--- src/rtl/nic_pkg.sv ---
// Shared NIC definitions: flit type encoding, injector FSM states and flit field offsets.
package nic_pkg;

  localparam int unsigned FLIT_DATA_WIDTH = 32;

  // Field offsets for the default flit width
  localparam int unsigned TYPE_MSB = FLIT_DATA_WIDTH - 1;
  localparam int unsigned DEST_MSB = FLIT_DATA_WIDTH - 3;

  typedef enum logic [1:0] {
    FT_HEAD_TAIL = 2'b00,
    FT_HEAD      = 2'b01,
    FT_BODY      = 2'b10,
    FT_TAIL      = 2'b11
  } flit_type_e;

  typedef enum logic {
    S_IDLE = 1'b0,
    S_BODY = 1'b1
  } state_e;

endpackage

--- src/rtl/nic_credit_counter.sv ---
// Saturating up/down credit counter; an increment at MAX without a decrement sets a sticky overflow.
module nic_credit_counter #(
  parameter int unsigned MAX = 16
) (
  input  logic                         clk,
  input  logic                         reset,
  input  logic                         inc,
  input  logic                         dec,
  output logic [$clog2(MAX+1)-1:0]     count,
  output logic                         overflow
);

  localparam int unsigned CW = $clog2(MAX + 1);

  always_ff @(posedge clk or posedge reset) begin
    if (reset) begin
      count    <= CW'(MAX);
      overflow <= 1'b0;
    end else if (inc && !dec) begin
      if (count == CW'(MAX)) overflow <= 1'b1;
      else                   count    <= count + 1'b1;
    end else if (dec && !inc) begin
      count <= count - 1'b1;
    end
  end

endmodule

--- src/rtl/nic_flit_injector.sv ---
// Local-port network interface: segments core packets into head/body/tail flits,
// one flit per cycle, gated by credits mirroring the router's local buffer space.
module nic_flit_injector
  import nic_pkg::*;
#(
  parameter int unsigned FLIT_W    = FLIT_DATA_WIDTH,
  parameter int unsigned DEST_BITS = 3,
  parameter int unsigned LEN_BITS  = 4,
  parameter int unsigned CREDITS   = 16
) (
  input  logic                           clk,
  input  logic                           reset,
  input  logic                           hdr_valid,
  output logic                           hdr_ready,
  input  logic [DEST_BITS-1:0]           hdr_dest,
  input  logic [LEN_BITS-1:0]            hdr_len,
  input  logic                           pl_valid,
  output logic                           pl_ready,
  input  logic [FLIT_W-3:0]              pl_data,
  input  logic                           credit_increment,
  output logic [FLIT_W-1:0]              flit_data,
  output logic                           flit_valid,
  output logic [$clog2(CREDITS+1)-1:0]   credit_count,
  output logic                           credit_overflow
);

  localparam int unsigned FT_MSB = FLIT_W - 1;
  localparam int unsigned FD_MSB = FLIT_W - 3;

  state_e              r_state, w_state_nxt;
  logic [LEN_BITS-1:0] r_rem, w_rem_nxt;
  logic [FLIT_W-1:0]   r_flit_data, w_flit_nxt;
  logic                r_flit_valid;
  logic                w_send, w_can_send, w_hdr_ready, w_pl_ready;

  nic_credit_counter #(.MAX(CREDITS)) u_credits (
    .clk      (clk),
    .reset    (reset),
    .inc      (credit_increment),
    .dec      (w_send),
    .count    (credit_count),
    .overflow (credit_overflow)
  );

  // Registered count only: a credit returned this cycle is usable next cycle
  assign w_can_send = (credit_count != '0);

  // Next-state, handshake and flit formatting
  always_comb begin
    w_state_nxt = r_state;
    w_rem_nxt   = r_rem;
    w_flit_nxt  = r_flit_data;
    w_send      = 1'b0;
    w_hdr_ready = 1'b0;
    w_pl_ready  = 1'b0;
    case (r_state)
      S_IDLE: begin
        w_hdr_ready = w_can_send;
        if (hdr_valid && w_can_send) begin
          w_send                         = 1'b1;
          w_flit_nxt                     = '0;
          w_flit_nxt[FD_MSB -: DEST_BITS] = hdr_dest;
          w_flit_nxt[LEN_BITS-1:0]       = hdr_len;
          if (hdr_len == '0) begin
            w_flit_nxt[FT_MSB -: 2] = FT_HEAD_TAIL;
          end else begin
            w_flit_nxt[FT_MSB -: 2] = FT_HEAD;
            w_rem_nxt               = hdr_len;
            w_state_nxt             = S_BODY;
          end
        end
      end
      S_BODY: begin
        w_pl_ready = w_can_send;
        if (pl_valid && w_can_send) begin
          w_send    = 1'b1;
          w_rem_nxt = r_rem - 1'b1;
          if (r_rem > LEN_BITS'(1)) begin
            w_flit_nxt = {FT_BODY, pl_data};
          end else begin
            w_flit_nxt  = {FT_TAIL, pl_data};
            w_state_nxt = S_IDLE;
          end
        end
      end
      default: w_state_nxt = S_IDLE;
    endcase
  end

  always_ff @(posedge clk or posedge reset) begin
    if (reset) begin
      r_state      <= S_IDLE;
      r_rem        <= '0;
      r_flit_data  <= '0;
      r_flit_valid <= 1'b0;
    end else begin
      r_state      <= w_state_nxt;
      r_rem        <= w_rem_nxt;
      r_flit_data  <= w_flit_nxt;
      r_flit_valid <= w_send;
    end
  end

  // Readies are held low while reset is asserted
  assign hdr_ready  = w_hdr_ready & ~reset;
  assign pl_ready   = w_pl_ready & ~reset;
  assign flit_data  = r_flit_data;
  assign flit_valid = r_flit_valid;

endmodule
--- config.mk ---
export PLATFORM = sky130hd
export DESIGN_NAME = nic_flit_injector
export DESIGN_NICKNAME = d
export VERILOG_FILES = /design/src/rtl/nic_pkg.sv /design/src/rtl/nic_credit_counter.sv /design/src/rtl/nic_flit_injector.sv
export SDC_FILE = /design/constraint.sdc
export NUM_CORES = 1
export LEC_CHECK = 0
export CAP_MARGIN = 0
export CORE_AREA = 3 3 114 61
export CTS_CLUSTER_SIZE = 25
export DETAILED_ROUTE_END_ITERATION = 16
export DIE_AREA = 0 0 117 64
export GPL_ROUTABILITY_DRIVEN = 1
export PLACE_DENSITY = 0.66
export REMOVE_ABC_BUFFERS = 1
export SYNTH_ARGS = -nofsm -noshare
export SYNTH_HDL_FRONTEND = slang
export SYNTH_SLANG_ARGS = --single-unit
--- constraint.sdc ---
create_clock -name clk -period 3.8 [get_ports clk]
set_input_delay 1.14 -clock clk [delete_from_list [all_inputs] [get_ports clk]]
set_output_delay 1.14 -clock clk [all_outputs]
set_load 0.02 [all_outputs]
==> flow_summary.toml, run 1 <==
[power_and_ir_drop]
power_density_mw_per_mm2 = 880.1
clockPowerShare_pct = 17.3
p_int_w = 0.001707
power_switching_w = 0.001083
p_leak_nw = 1.401
p_sw_share_pct = 38.82
p_total_w = 0.002790
seq_power_share_pct = 31.8
comb_power_share_pct = 51.0
ir_drop_v = 0.0004396

[yosys]
synth_most_common_cell = "nand2_1"
ys_seq_area_share_pct = 52.44
syn_area_mm2 = 0.002102
synth_cells = 207
synth_edf_count = 0
synth_area_leaders = "dfrtp_1 51%, nand2_1 7.9%, o21ai_0 6.4%, mux2i_1 3.8%, mux2_4 3.6%"
yosysTopAreaCellShare_pct = 51.19
synth.largest_area_cell = "dfrtp_1"
async_flop_share_pct = 100.0
ys_seq_elements = 44
ys_warn_count = 0
synth.avg_cell_area_um2 = 10.15
synth_ff_type = "dfrtp_1"
synth_cell_types = 39
synthTopCellsByCount = "44 x nand2_1, 43 x dfrtp_1, 27 x o21ai_0"

[place]
place_area_mm2 = 0.003007
dp_hpwl_mm = 4.124
portBuffers = 82
dpl_worst_slack_ns = 0.1541
gp_congestion = 0.7773

[drt]
drt_pre_antenna_iters = 4
wl_per_cell_um = 15.11
detail-route-antenna-nets = 0
post-route-drc-count = 0
routed_wirelength_mm = 5.546
vias = 1802
drt_iter0_drc = 42
vias_per_cell = 4.910

[cts]
post_cts_resized = 0
htree_levels = 2
cts.clk_slew.worst_paths_ns = 0.06
post_cts_buffers = 0
cts_root_buf = "clkbuf_16"
cts_max_path_buffers = 2
numCtsBuffers = 5
clock-sinks = 44
cts_tree = "yes"
clk_latency_ns = 0.28
hold_buffers = 0

[grt]
groute.usage.overall_pct = 15.66
antenna_found_initial = 0
grt_pass1_vias = 1829
grt_overflow = 0
grt_pass1_wl_mm = 9.183
grt_max_degree = 57

[die]
rows = 20
initial_utilization_pct = 35.00
die_h_um = 64
die_x_um = 117
dieArea_mm2 = 0.007488
core-area_mm2 = 0.006006
pin_count = 83

[critical_path]
crit_path_start_kind = "input port"
r2r_slack_ns = 0.84
critPathKind = "input port to output pin"
cp_slowest_stage_delay_ns = 0.65
path_cells = "clkdlybuf4s50_1 > nor3_1 > clkdlybuf4s50_1"
cpLargestDelayFamily = "buffers and inverters"
worst-endpoint-required_ns = 2.66
end_kind = "output pin"
cp.arrival_ns = 2.44
path_common_cell = "clkdlybuf4s50_1"
cpMaxStageDelayCell = "clkdlybuf4s50_1"
critPathBufInv = 2
crit_fanout = 3

[cells_and_area]
drive_above_1_share_pct = 7.931
syn2layout_area_growth_pct = 50.83
antenna_cells_inserted = 0
post-route-cell-area_mm2 = 0.003171
fin_nets = 337

[timing]
slew_headroom_pct = 50.66
finClkSkew_ns = 0.005975
layout_min_cycle_time_ns = 3.580
setup_violations = 0
fin_ws_ns = 0.2197
hold_violations = 0
fmax_ghz = 0.2793
slew_violations = 0
min_period_over_period_pct = 94.22
worst_pin_slew_ns = 0.7401
rsz0062_at_grt = "false"

[flow_run]
cap_viol_max_count = 0

[hold_path]
hold_path_class = "flip-flop to flip-flop"

[run_status]
status = "finished, final reports clean"
-- cells by family (layout without fill, tap and decap cells) --
group                      count (synthesis)  count (layout)  synth area share [%]
and+or+nand+nor                           67              67                 13.81
DFF                                       44              44                 52.44
xor gates and xnor gates                   3               3                 1.250
AOI/OAI and AO/OA                         57              57                 17.20
adders and majority gates                  6               6                 3.929
muxes                                     15              15                 8.452
buffers and inverters                     15              98                 2.917
-- registers in the layout (all words and copies together) (netlist names) --
signal and flops:
flit_data 32, flit_valid 1, u_credits.count 5, u_credits.overflow 1, r_rem 4, r_state 1
-- placed cells by master (no fill, tap or decap), types with 2 or more instances in the layout --
cell type,count
mux2_2,2
clkbuf_16,5
mux2_4,5
ha_1,5
a22o_1,8
mux2i_1,8
nor3_1,4
nand2b_1,3
nor4_1,2
or3_1,2
buf_4,3
dfrtp_1,43
xnor2_1,2
o2111ai_1,2
clkdlybuf4s50_1,82
a21oi_1,6
o21ai_0,27
nor2_1,6
nand3_1,3
o21ai_1,2
inv_1,4
nand2_1,44
-- final timing paths --
kind | start | endpoint | cells after the start
setup / recovery | reset | pl_ready | 3
hold / removal | u_credits.overflow | u_credits.overflow | 1
setup reg to reg | r_state | u_credits.count[4] | 8
hold reg to reg | u_credits.overflow | u_credits.overflow | 1
max in group asynchronous | reset | flit_data[13] | 3
min in group asynchronous | reset | flit_data[0] | 2
-- metrics by stage --
| step | std cells | hold WS [ns] | utilization [%] | TNS [ns] |
|---|---|---|---|---|
| floorplan | 197 | 0.5128 | - | -0.07284 |
| global placement | 359 | 0.4640 | 50.06 | 0 |
| detailed placement | 359 | 0.4562 | 50.06 | 0 |
| CTS | 367 | 0.4743 | 52.79 | 0 |
| global route | 367 | 0.5005 | 52.79 | 0 |
| finish | 367 | 0.4709 | 52.79 | 0 |
-- power groups by stage --
| stage | Sequential, W | Clock [W] | Combinational [W] |
|---|---|---|---|
| 2_1_floorplan | 0.00112 | 0 | 0.000570 |
| 3_3_place_gp | 0.000882 | 0 | 0.00140 |
| 3_5_place_dp | 0.000897 | 0 | 0.00143 |
| 4_1_cts | 0.000891 | 0.000494 | 0.00144 |
| 5_1_grt | 0.000929 | 0.000519 | 0.00155 |
| 6_report | 0.000886 | 0.000481 | 0.00142 |
-- routing by layer --
metal / GRT usage (%) / wire, um
met2: 28.40 / 2922
met4: 4.721 / 75
met1: 18.82 / 2397
met3: 2.838 / 150
met5: 0 / 0
-- worst reg2reg max path, cell delays in order, from the launching register on --
cell	delay [ns]
dfrtp_1	0.82
mux2_2	0.45
o21ai_4	0.07
nand2_1	0.14
fa_1	0.43
a21o_1	0.20
a21oi_1	0.24
mux2_2	0.37
o221ai_1	0.17
-- area by class of cell --
type,instances,area (um2)
tap,77,96.34
clock inverter,2,35.03
inverter,5,18.77
sequential,44,1102
timing repair buffer,85,843.3
fill,562,2835
multi-input combinational,148,945.9
clock buffer,6,128.9
Power figures use the tool's default switching activity.
==> inputs of run 2 (changes only) <==
Settings changed: CORE_AREA 3 3 114 61 to 3 3 103 56, DIE_AREA 0 0 117 64 to 0 0 106 59, PLACE_DENSITY 0.66 to 0.78.
==> flow_summary.toml, run 2 (same netlist as run 1, synthesis figures left out) <==
[timing]
rsz0062_at_grt = "false"
finClkSkew_ns = 0.005552
layout_min_cycle_time_ns = 3.571
hold_violations = 0
slew_headroom_pct = 29.15
fin_ws_ns = 0.2292
worst_pin_slew_ns = 1.056
min_period_over_period_pct = 93.97
slew_violations = 0
setup_violations = 0
fmax_ghz = 0.2801

[grt]
antenna_found_initial = 0
grt_pass1_wl_mm = 8.970
grt_overflow = 0
grt_max_degree = 57
groute.usage.overall_pct = 18.33
grt_pass1_vias = 1782

[drt]
routed_wirelength_mm = 5.491
detail-route-antenna-nets = 0
wl_per_cell_um = 15.21
post-route-drc-count = 0
vias = 1796
vias_per_cell = 4.975
drt_pre_antenna_iters = 4
drt_iter0_drc = 74

[cts]
post_cts_resized = 0
clock-sinks = 44
post_cts_buffers = 0
cts_tree = "yes"
htree_levels = 2
numCtsBuffers = 5
cts_root_buf = "clkbuf_8"
hold_buffers = 0
cts_max_path_buffers = 2
clk_latency_ns = 0.30
cts.clk_slew.worst_paths_ns = 0.08

[place]
dpl_worst_slack_ns = 0.1271
place_area_mm2 = 0.003005
portBuffers = 82
gp_congestion = 0.8551
dp_hpwl_mm = 4.183

[hold_path]
hold_path_class = "flip-flop to flip-flop"

[die]
initial_utilization_pct = 43.21
dieArea_mm2 = 0.006254
die_h_um = 59
die_x_um = 106
core-area_mm2 = 0.004865
pin_count = 83
rows = 18

[cells_and_area]
syn2layout_area_growth_pct = 48.10
layout_common_cells = "82 x clkdlybuf4s50_1, 44 x nand2_1, 43 x dfrtp_1"
final_common_cell = "clkdlybuf4s50_1"
post-route-cell-area_mm2 = 0.003113
antenna_cells_inserted = 0
largest_reg_flops = 32
fin_nets = 338
finalCoreUtilization_pct = 63.99
num-fill-cells = 390
drive_above_1_share_pct = 8.247

[flow_run]
cap_viol_max_count = 0

[critical_path]
crit_path_start_kind = "input port"
worst-endpoint-required_ns = 2.66
end_kind = "output pin"
critPathKind = "input port to output pin"
cp.arrival_ns = 2.43
crit_fanout = 3

[power_and_ir_drop]
ir_drop_v = 0.0005001
p_total_w = 0.002676
p_leak_nw = 1.380
power_density_mw_per_mm2 = 859.6

[run_status]
status = "finished, final reports clean"
[run 2: final timing paths]
path / depth (start not counted) / slack [ns] / start / to
worst max-delay path: 3 / 0.23 / reset / hdr_ready
worst min-delay path: 1 / 0.48 / u_credits.overflow / u_credits.overflow
worst max register to register: 8 / 0.95 / r_state / u_credits.count[4]
worst min register to register: 1 / 0.48 / u_credits.overflow / u_credits.overflow
max in group asynchronous: 3 / 1.76 / reset / flit_data[23]
min in group asynchronous: 2 / 1.34 / reset / flit_data[2]
[run 2: metrics by stage]
stage          setup TNS, ns  hold slack, ns  cells
2_1_floorplan       -0.07284          0.5128    197
3_3_place_gp               0          0.4612    353
3_5_place_dp               0          0.4573    353
4_1_cts                    0          0.4826    361
5_1_grt                    0          0.4950    361
6_report                   0          0.4777    361
[run 2: per-layer routing]
metal  up-vias  wire (um)  track usage [%]
met2        36       2950            34.06
met4         0         27            3.875
met1       869       2321            22.43
met5         -          0                0
met3         2        191            4.135
li1        889          -                -
[run 2: power breakdown]
part	leakage (nW)	internal (W)	switching (W)	total (W)
Clock	0.0552	0.000195	0.000165	0.000360
Combinational	0.791	0.000708	0.000728	0.00144
Sequential	0.534	0.000693	0.000186	0.000880
Total	1.38	0.00160	0.00108	0.00268
[run 2: critical path, cell delays in order]
cell	delay [ns]
clkdlybuf4s50_1	0.45
nor3_1	0.20
clkdlybuf4s50_1	0.64
[run 2: layout make-up]
class / instances / area, um2 / area share, %
clock buffer: 6 / 72.57 / 2.331
multi-input combinational: 148 / 945.9 / 30.39
clock inverter: 2 / 35.03 / 1.125
tap: 70 / 87.58 / 2.814
inverter: 5 / 18.77 / 0.6029
timing repair buffer: 86 / 850.8 / 27.33
sequential: 44 / 1102 / 35.41
